### src/rtl/ser_pkg.sv
// Shared types for the serial transmit path: arbiter state encoding and byte width.
package ser_pkg;

    localparam int SER_BYTE_W = 8;

    typedef enum logic [0:0] {
        IDLE  = 1'b0,
        GRANT = 1'b1
    } t_arb_state;

endpackage

### src/rtl/ser_rr_pick.sv
// Rotating-priority search: first set bit of req_i starting at ptr_i, wrapping modulo N.
// Purely combinational so any shared-resource arbiter can reuse it.
module ser_rr_pick #(
    parameter int N  = 2,
    parameter int IW = (N > 1) ? $clog2(N) : 1
) (
    input  logic [N-1:0]  req_i,
    input  logic [IW-1:0] ptr_i,
    output logic          hit_o,
    output logic [IW-1:0] idx_o
);

    // Walk from the farthest offset back to the pointer so the nearest hit wins.
    always_comb begin
        hit_o = 1'b0;
        idx_o = '0;
        for (int k = N - 1; k >= 0; k--) begin
            if (req_i[(int'(ptr_i) + k) % N]) begin
                hit_o = 1'b1;
                idx_o = IW'((int'(ptr_i) + k) % N);
            end
        end
    end

endmodule

### src/rtl/ser_tx_arb.sv
// Message-granular round-robin arbiter sharing one UART TX core between N_REQ byte streams.
// Optional grant revocation on a stalled owner is built when SER_TX_ARB_TIMEOUT_EN is defined.
//
// Handshakes (requester side and UART side) are strict valid/ready: a byte moves on the
// rising edge where valid&ready is high; valid never waits on ready, and a presented
// byte is held stable until it is taken.
module ser_tx_arb
    import ser_pkg::*;
#(
    parameter int N_REQ       = 2,
    parameter int TIMEOUT_CYC = 2000000,
    localparam int IDX_W      = $clog2(N_REQ)
) (
    input  logic                        clk_50m,
    input  logic                        rst,
    input  logic [N_REQ-1:0]            req_valid,
    input  logic [SER_BYTE_W*N_REQ-1:0] req_data,
    input  logic [N_REQ-1:0]            req_last,
    output logic [N_REQ-1:0]            req_ready,
    output logic                        tx_valid,
    output logic [SER_BYTE_W-1:0]       tx_data,
    input  logic                        tx_ready,
    output logic                        grant_valid,
    output logic [IDX_W-1:0]            grant_idx,
    output logic                        timeout_evt,
    output t_arb_state                  dbg_state_o,
    output logic [IDX_W-1:0]            dbg_rr_ptr_o
);

    t_arb_state            state_q, state_d;
    logic [IDX_W-1:0]      rr_ptr_q, rr_ptr_d;
    logic [IDX_W-1:0]      grant_idx_q, grant_idx_d;
    logic                  tx_valid_q, tx_valid_d;
    logic [SER_BYTE_W-1:0] tx_data_q, tx_data_d;

    logic                  pick_hit;
    logic [IDX_W-1:0]      pick_idx;
    logic                  sel_valid;
    logic                  sel_last;
    logic [SER_BYTE_W-1:0] sel_data;
    logic                  slot_free;
    logic                  accept;
    logic [IDX_W-1:0]      next_ptr;

    ser_rr_pick #(
        .N  (N_REQ),
        .IW (IDX_W)
    ) u_pick (
        .req_i (req_valid),
        .ptr_i (rr_ptr_q),
        .hit_o (pick_hit),
        .idx_o (pick_idx)
    );

    always_comb begin
        sel_valid = 1'b0;
        sel_last  = 1'b0;
        sel_data  = '0;
        for (int i = 0; i < N_REQ; i++) begin
            if (grant_idx_q == IDX_W'(i)) begin
                sel_valid = req_valid[i];
                sel_last  = req_last[i];
                sel_data  = req_data[i*SER_BYTE_W +: SER_BYTE_W];
            end
        end
    end

    // The output register can take a byte when empty or when it is being drained this cycle.
    assign slot_free = !tx_valid_q || tx_ready;
    assign accept    = (state_q == GRANT) && sel_valid && slot_free;
    assign next_ptr  = (grant_idx_q == IDX_W'(N_REQ - 1)) ? '0 : grant_idx_q + IDX_W'(1);

`ifdef SER_TX_ARB_TIMEOUT_EN
    localparam int CNT_W = $clog2(TIMEOUT_CYC + 1);

    logic [CNT_W-1:0] cnt_q, cnt_d;
    logic             timeout_evt_q, timeout_evt_d;
    logic             owner_idle;
    logic             timeout_hit;

    // Only an owner with nothing to offer is charged; UART backpressure is not its fault.
    assign owner_idle  = (state_q == GRANT) && !sel_valid;
    assign timeout_hit = owner_idle && (cnt_q == CNT_W'(TIMEOUT_CYC - 1));

    always_comb begin
        cnt_d = cnt_q;
        if (state_q != GRANT || accept) begin
            cnt_d = '0;
        end else if (owner_idle) begin
            cnt_d = cnt_q + CNT_W'(1);
        end
    end

    always_ff @(posedge clk_50m) begin
        if (rst) begin
            cnt_q         <= '0;
            timeout_evt_q <= 1'b0;
        end else begin
            cnt_q         <= cnt_d;
            timeout_evt_q <= timeout_evt_d;
        end
    end

    assign timeout_evt = timeout_evt_q;
`else
    assign timeout_evt = 1'b0;
`endif

    always_ff @(posedge clk_50m) begin
        if (rst) begin
            state_q     <= IDLE;
            rr_ptr_q    <= '0;
            grant_idx_q <= '0;
            tx_valid_q  <= 1'b0;
            tx_data_q   <= '0;
        end else begin
            state_q     <= state_d;
            rr_ptr_q    <= rr_ptr_d;
            grant_idx_q <= grant_idx_d;
            tx_valid_q  <= tx_valid_d;
            tx_data_q   <= tx_data_d;
        end
    end

    always_comb begin
        state_d     = state_q;
        rr_ptr_d    = rr_ptr_q;
        grant_idx_d = grant_idx_q;
        tx_valid_d  = tx_valid_q;
        tx_data_d   = tx_data_q;
`ifdef SER_TX_ARB_TIMEOUT_EN
        timeout_evt_d = 1'b0;
`endif

        if (accept) begin
            tx_valid_d = 1'b1;
            tx_data_d  = sel_data;
        end else if (tx_ready) begin
            tx_valid_d = 1'b0;
        end

        case (state_q)
            IDLE: begin
                if (pick_hit) begin
                    state_d     = GRANT;
                    grant_idx_d = pick_idx;
                end
            end
            GRANT: begin
                if (accept && sel_last) begin
                    state_d  = IDLE;
                    rr_ptr_d = next_ptr;
`ifdef SER_TX_ARB_TIMEOUT_EN
                end else if (timeout_hit) begin
                    state_d       = IDLE;
                    rr_ptr_d      = next_ptr;
                    timeout_evt_d = 1'b1;
`endif
                end
            end
            default: state_d = IDLE;
        endcase
    end

    always_comb begin
        req_ready   = '0;
        grant_valid = (state_q == GRANT);
        if (state_q == GRANT) begin
            req_ready[grant_idx_q] = slot_free;
        end
    end

    assign tx_valid     = tx_valid_q;
    assign tx_data      = tx_data_q;
    assign grant_idx    = grant_idx_q;
    assign dbg_state_o  = state_q;
    assign dbg_rr_ptr_o = rr_ptr_q;

endmodule

### config.mk
export PLATFORM = sky130hd
export DESIGN_NAME = ser_tx_arb
export DESIGN_NICKNAME = d
export VERILOG_FILES = /design/src/rtl/ser_pkg.sv /design/src/rtl/ser_rr_pick.sv /design/src/rtl/ser_tx_arb.sv
export SDC_FILE = /design/constraint.sdc
export NUM_CORES = 1
export LEC_CHECK = 0
export CORE_MARGIN = 3
export CORE_UTILIZATION = 36
export DETAILED_ROUTE_END_ITERATION = 12
export GPL_TIMING_DRIVEN = 0
export PLACE_DENSITY = 0.79
export SYNTH_ARGS = -nofsm -noshare
export SYNTH_HDL_FRONTEND = slang
export SYNTH_HIERARCHICAL = 1
export SYNTH_SLANG_ARGS = --single-unit
export TNS_END_PERCENT = 20
### constraint.sdc
create_clock -name clk_50m -period 1.3 [get_ports clk_50m]
set_input_delay 0.26 -clock clk_50m [delete_from_list [all_inputs] [get_ports clk_50m]]
set_output_delay 0.26 -clock clk_50m [all_outputs]
set_load 0.02 [all_outputs]
Yosys cells after proc, flatten, opt, wreduce, memory -nomap -nowiden
Index checks and enable logic that the tools add are counted.
- input port bits: 23
- logic and storage cells: 44
- register bits: 12
- muxes and demuxes: 21
- reduce and logical (&&, ||, !) cells: 9
- add/subtract/negate cells: 2
- bitwise logic cells: 3
- magnitude comparators: 4
- operator list (cell ; count):
    $mux W1 ; 17
    $mux W8 ; 1
    $logic_and A1 B1 Y1 ; 4
    $lt A1 B2 Y1 const B ; 2
    $reduce_and A2 Y1 ; 2
    $lt A2 B3 Y1 const B ; 1
    $add A1 B1 Y1 const B ; 2
    $and A2 B2 Y2 ; 1
    $mux W2 ; 1
    $pmux W1 S2 ; 1
    $reduce_bool A2 Y1 ; 1
    $and A1 B1 Y1 const A ; 1
    $demux W1 S1 ; 1
    $ge A1 B1 Y1 const B ; 1
    $logic_not A1 Y1 ; 1
    $logic_or A1 B1 Y1 ; 1
    $not A1 Y1 ; 1

Longest topological paths before layout
Gate-level depths: netlist of run 1.
- depth after elaboration: 9
- mapped depth: 4

Hierarchy
The synthesis of run 1 kept the hierarchy.
- by module, submodules not included (module ; cells an instance ; instances ; sequential area each (um2) ; area each (um2)):
    ser_tx_arb ; 64 ; 1 ; 240.2 ; 631.9
    ser_rr_pick ; 3 ; 1 ; 0.0 ; 17.5

Worst setup path before layout of run 1
OpenSTA, ideal clock, no wires.
- path type: reg2out
- start point: register grant_idx_q (netlist: grant_idx)
- end point: output port req_ready[0]
- path slack: -0.169 ns
- stages on the path, launching flop included: 4
- arrival: 1.209 ns
- cell sequence: dfxtp_1 > buf_6 > buf_4 > nor3_1
- word-level cells in the longest chain between the ends: 6
- ends and longest elaborated chain (item ; line ; text):
    from (decl) ; ser_tx_arb.sv:32 ; logic [IDX_W-1:0] grant_idx_q, grant_idx_d;
    from (signal assigned) ; ser_tx_arb.sv:119 ; grant_idx_q <= grant_idx_d;
    $lt A1 B2 Y1 (not written as such) or $ge A1 B1 Y1 (tied branches) ; ser_tx_arb.sv:169 ; req_ready[grant_idx_q] = slot_free;
    $logic_and A1 B1 Y1 (not written as such) ; ser_tx_arb.sv:169 ;
    $mux W1 (not written as such) ; ser_tx_arb.sv:169 ;
    $demux W1 S1 * ; ser_tx_arb.sv:169 ;
    $and A2 B2 Y2 (no line) * ; -- ;
    $mux W2 * ; ser_tx_arb.sv:168 ; if (state_q == GRANT) begin
    to (decl) ; ser_tx_arb.sv:19 ; output logic [N_REQ-1:0] req_ready,
Every way passes the cells marked *; elsewhere a longest branch is shown, timed or not.

Worst setup path after layout of run 1
- start point: register state_q (netlist: dbg_state_o)
- end point: output port req_ready[0]
- word-level cells in the longest chain between the ends: 1
- ends and longest elaborated chain (item ; line ; text):
    from (decl) ; ser_tx_arb.sv:30 ; t_arb_state state_q, state_d;
    from (signal assigned) ; ser_tx_arb.sv:117 ; state_q <= state_d;
    $mux W2 ; ser_tx_arb.sv:168 ;
No other way between the ends.

==> results of run 1 <==
-- per-layer routing --
metal	share of wire	GRT usage	up-vias
li1	-	-	344
met1	0.43	0.244	345
met2	0.48	0.282	41
met3	0.055	0.0337	8
met4	0.030	0.0948	0
met5	0	0	-
-- area by class of cell --
| type | count | area share |
|---|---|---|
| buffer | 5 | 0.0370 |
| multi-input combinational | 46 | 0.342 |
| sequential | 12 | 0.204 |
| timing repair buffer | 46 | 0.356 |
| inverter | 2 | 0.00616 |
| tap | 24 | 0.0246 |
| clock buffer | 4 | 0.0298 |
-- power by group --
part           internal [mW]  total [mW]  switching, mW
clock network          0.170       0.302          0.132
logic                  0.197       0.376          0.178
registers              0.396       0.418         0.0218
total                  0.764        1.10          0.332
-- through the flow --
stage               setup WS (ns)  std cells  hold WS, ns   util   TNS, ns
floorplan                -0.00478         67        0.339      -  -0.00478
CTS                        -0.116        138        0.526  0.726    -0.716
global route              -0.0855        139        0.553  0.765    -0.366
global placement           -0.761        128        0.488  0.662     -4.97
detailed placement         -0.763        128        0.519  0.662     -5.23
finish                    -0.0537        139        0.527  0.765   -0.0882
-- state kept, by name, summed over array words and instances (netlist names) --
name	cells
dbg_state_o	1
tx_valid	1
dbg_rr_ptr_o	1
grant_idx	1
tx_data	8
-- worst paths after layout --
check | endpoint | depth (start not counted) | slack, ns
max | req_ready[0] | 3 | -0.05
min | dbg_rr_ptr_o | 2 | 0.53
max reg2reg | tx_data[7] | 5 | 0
min reg2reg | dbg_rr_ptr_o | 2 | 0.53
-- cells by family after synthesis --
kind of cell | count (synthesis) | synth area share
AND/OR/NAND/NOR | 14 | 0.139
multiplexers | 12 | 0.198
other | 1 | 0.00577
AO/OA/AOI/OAI | 19 | 0.202
flip-flops | 12 | 0.370
buffers and inverters | 9 | 0.0848
-- timing repair --
item,in CTS,in global routing
setup endpoints to repair,25,16
resized for setup,39,14
buffers inserted,6,3
pin swaps,2,3
-- cell usage after synthesis (all sizes together) (2+ instances only) --
master,number
nand2b,2
mux2i,11
dfxtp,12
inv,2
a31oi,8
a211oi,8
nor2,3
buf,6
nor3,3
-- worst min-delay path, delay by kind of cell, from the launching register on --
kind	cells	cell delay (ns)
AOI/OAI and AO/OA	1	0.07
and+or+nand+nor	1	0.07
DFF	1	0.34
==> impl_metrics.csv, run 1 <==
group,metric,value,unit
cts,cts_buffers,3,
global_routing,gr-total-overflow,0,
critical_path,cpPeakStageDelay,0.38,ns
place,gp_congestion,0.801,
place,dpl-instance-area,1060,µm²
place,port_buffers,37,
logic_synthesis,netlist_instances,67,
floorplanning,dieArea,2350,µm²
drt,via_count,738,
logic_synthesis,synth-async-reset-ratio,0,
cells_and_area,area_growth,87.7,%
floorplanning,initial_core_util,0.407,
critical_path,arrival,1.09,ns
critical_path,crit_type,"register to output pin",
sta,setup_viol,2,
logic_synthesis,synth_edf_count,0,
global_routing,antenna_found_initial,0,
drt,final_antenna_net_count,0,
status,status,"complete, but fails checks",
logic_synthesis,yosys-top-cells-area,"dfxtp_1, mux2i_1, a211oi_1, a31oi_1, buf_4",
floorplanning,die_h,48.5,µm
critical_path,worst-path-buf-inv,2,
floorplanning,ios,39,
status,violations,"negative setup slack",
cells_and_area,stdcell_area,1220,µm²
global_routing,grt_max_degree,11,
sta,finalHoldViolations,0,
logic_synthesis,synth_cell_types,25,
critical_path,required,1.04,ns
sta,slew_headroom,0.635,
cells_and_area,ff_latch_area,249,µm²
drt,dr.pass1.iters,4,
hold_path,worst_hold_path_type,"register to register",
cts,cts_tree,"yes",
floorplanning,row_count,14,
sta,finalWorstSetupSlack,-0.0537,ns
floorplanning,dieWidth,48.5,µm
cells_and_area,fillerInstances,111,
cts,clkLatencyLatePin,0.27,ns
cts,clock_path_buffers,2,
critical_path,crit_family,"flip-flops",
cells_and_area,diodes,0,
sta,maxSlewViolCount,0,
drt,vias_per_cell,5.31,
sta,fin_crit_sh,1.04,
pwr,power,1.10,mW
sta,rsz0062_at_grt,"true",
global_routing,grt_pass1_vias,706,
logic_synthesis,synth_area_leader_cell,"dfxtp_1",
pwr,ir_drop,0.727,mV
critical_path,crit_fanout,5,
run,cap_violations,0,
drt,routed_wl,2180,µm
global_routing,grt_first_pass_wirelength,3430,µm
critical_path,reg2reg_from,"grant_idx",
cells_and_area,layout.nets,139,
cts,cts.htree.levels,1,
sta,skew,0.00120,ns
cts,hold_buffers,0,
sta,fmax,739,MHz
place,hpwl,1440,µm
critical_path,critical_path.startpoint_type,"register",
critical_path,crit_path_top_delay_cell,"dfxtp_4",
cells_and_area,layout_commonest_cell,"clkdlybuf4s50_1",
cells_and_area,layout_common_cells,"clkdlybuf4s50_1, dlygate4sd2_1, mux2i_1, buf_4, dfxtp_1",
floorplanning,core_area,1590,µm²
drt,wire_per_inst,15.7,µm
logic_synthesis,avgSynthCellArea,9.69,µm²
pwr,powerDensity,899,nW/µm²
cts,clkTransAtPathRegs,0.08,ns
critical_path,worstPathCellList,"inv_1, nor3_2, buf_4",
critical_path,startpoint,"dbg_state_o",
cells_and_area,drive_gt1_frac,0.322,
logic_synthesis,synth_flop_cell,"dfxtp_1",
logic_synthesis,syn-num-nets,90,
drt,post-route-drc-count,0,
sta,worstMarginPinSlew,0.547,ns
logic_synthesis,yosysWarnings,6,
sta,period_minus_slack,1.35,ns
cts,ctsRootBufferMaster,"clkbuf_4",
drt,drtIter0Drc,16,
global_routing,gr-usage-all-layers,0.183,
logic_synthesis,synth_area,649,µm²
logic_synthesis,yosysSeqAreaShare,0.370,
logic_synthesis,ys_ff_latch,12,
critical_path,cp-end-kind,"output pin",
cts,cts_num_sinks,12,
hold_path,min-delay-start,"dbg_rr_ptr_o",
cells_and_area,multi_input_area,417,µm²
pwr,power.leakage,0.517,nW
logic_synthesis,synth_top_area_share,0.370,
Power figures use the tool's default switching activity.
==> inputs of run 2 (changes only) <==
SLEW_MARGIN = 40   (was default)
==> results of run 2 <==
No change in the layout: final DEF, timing and power equal those of run 1.
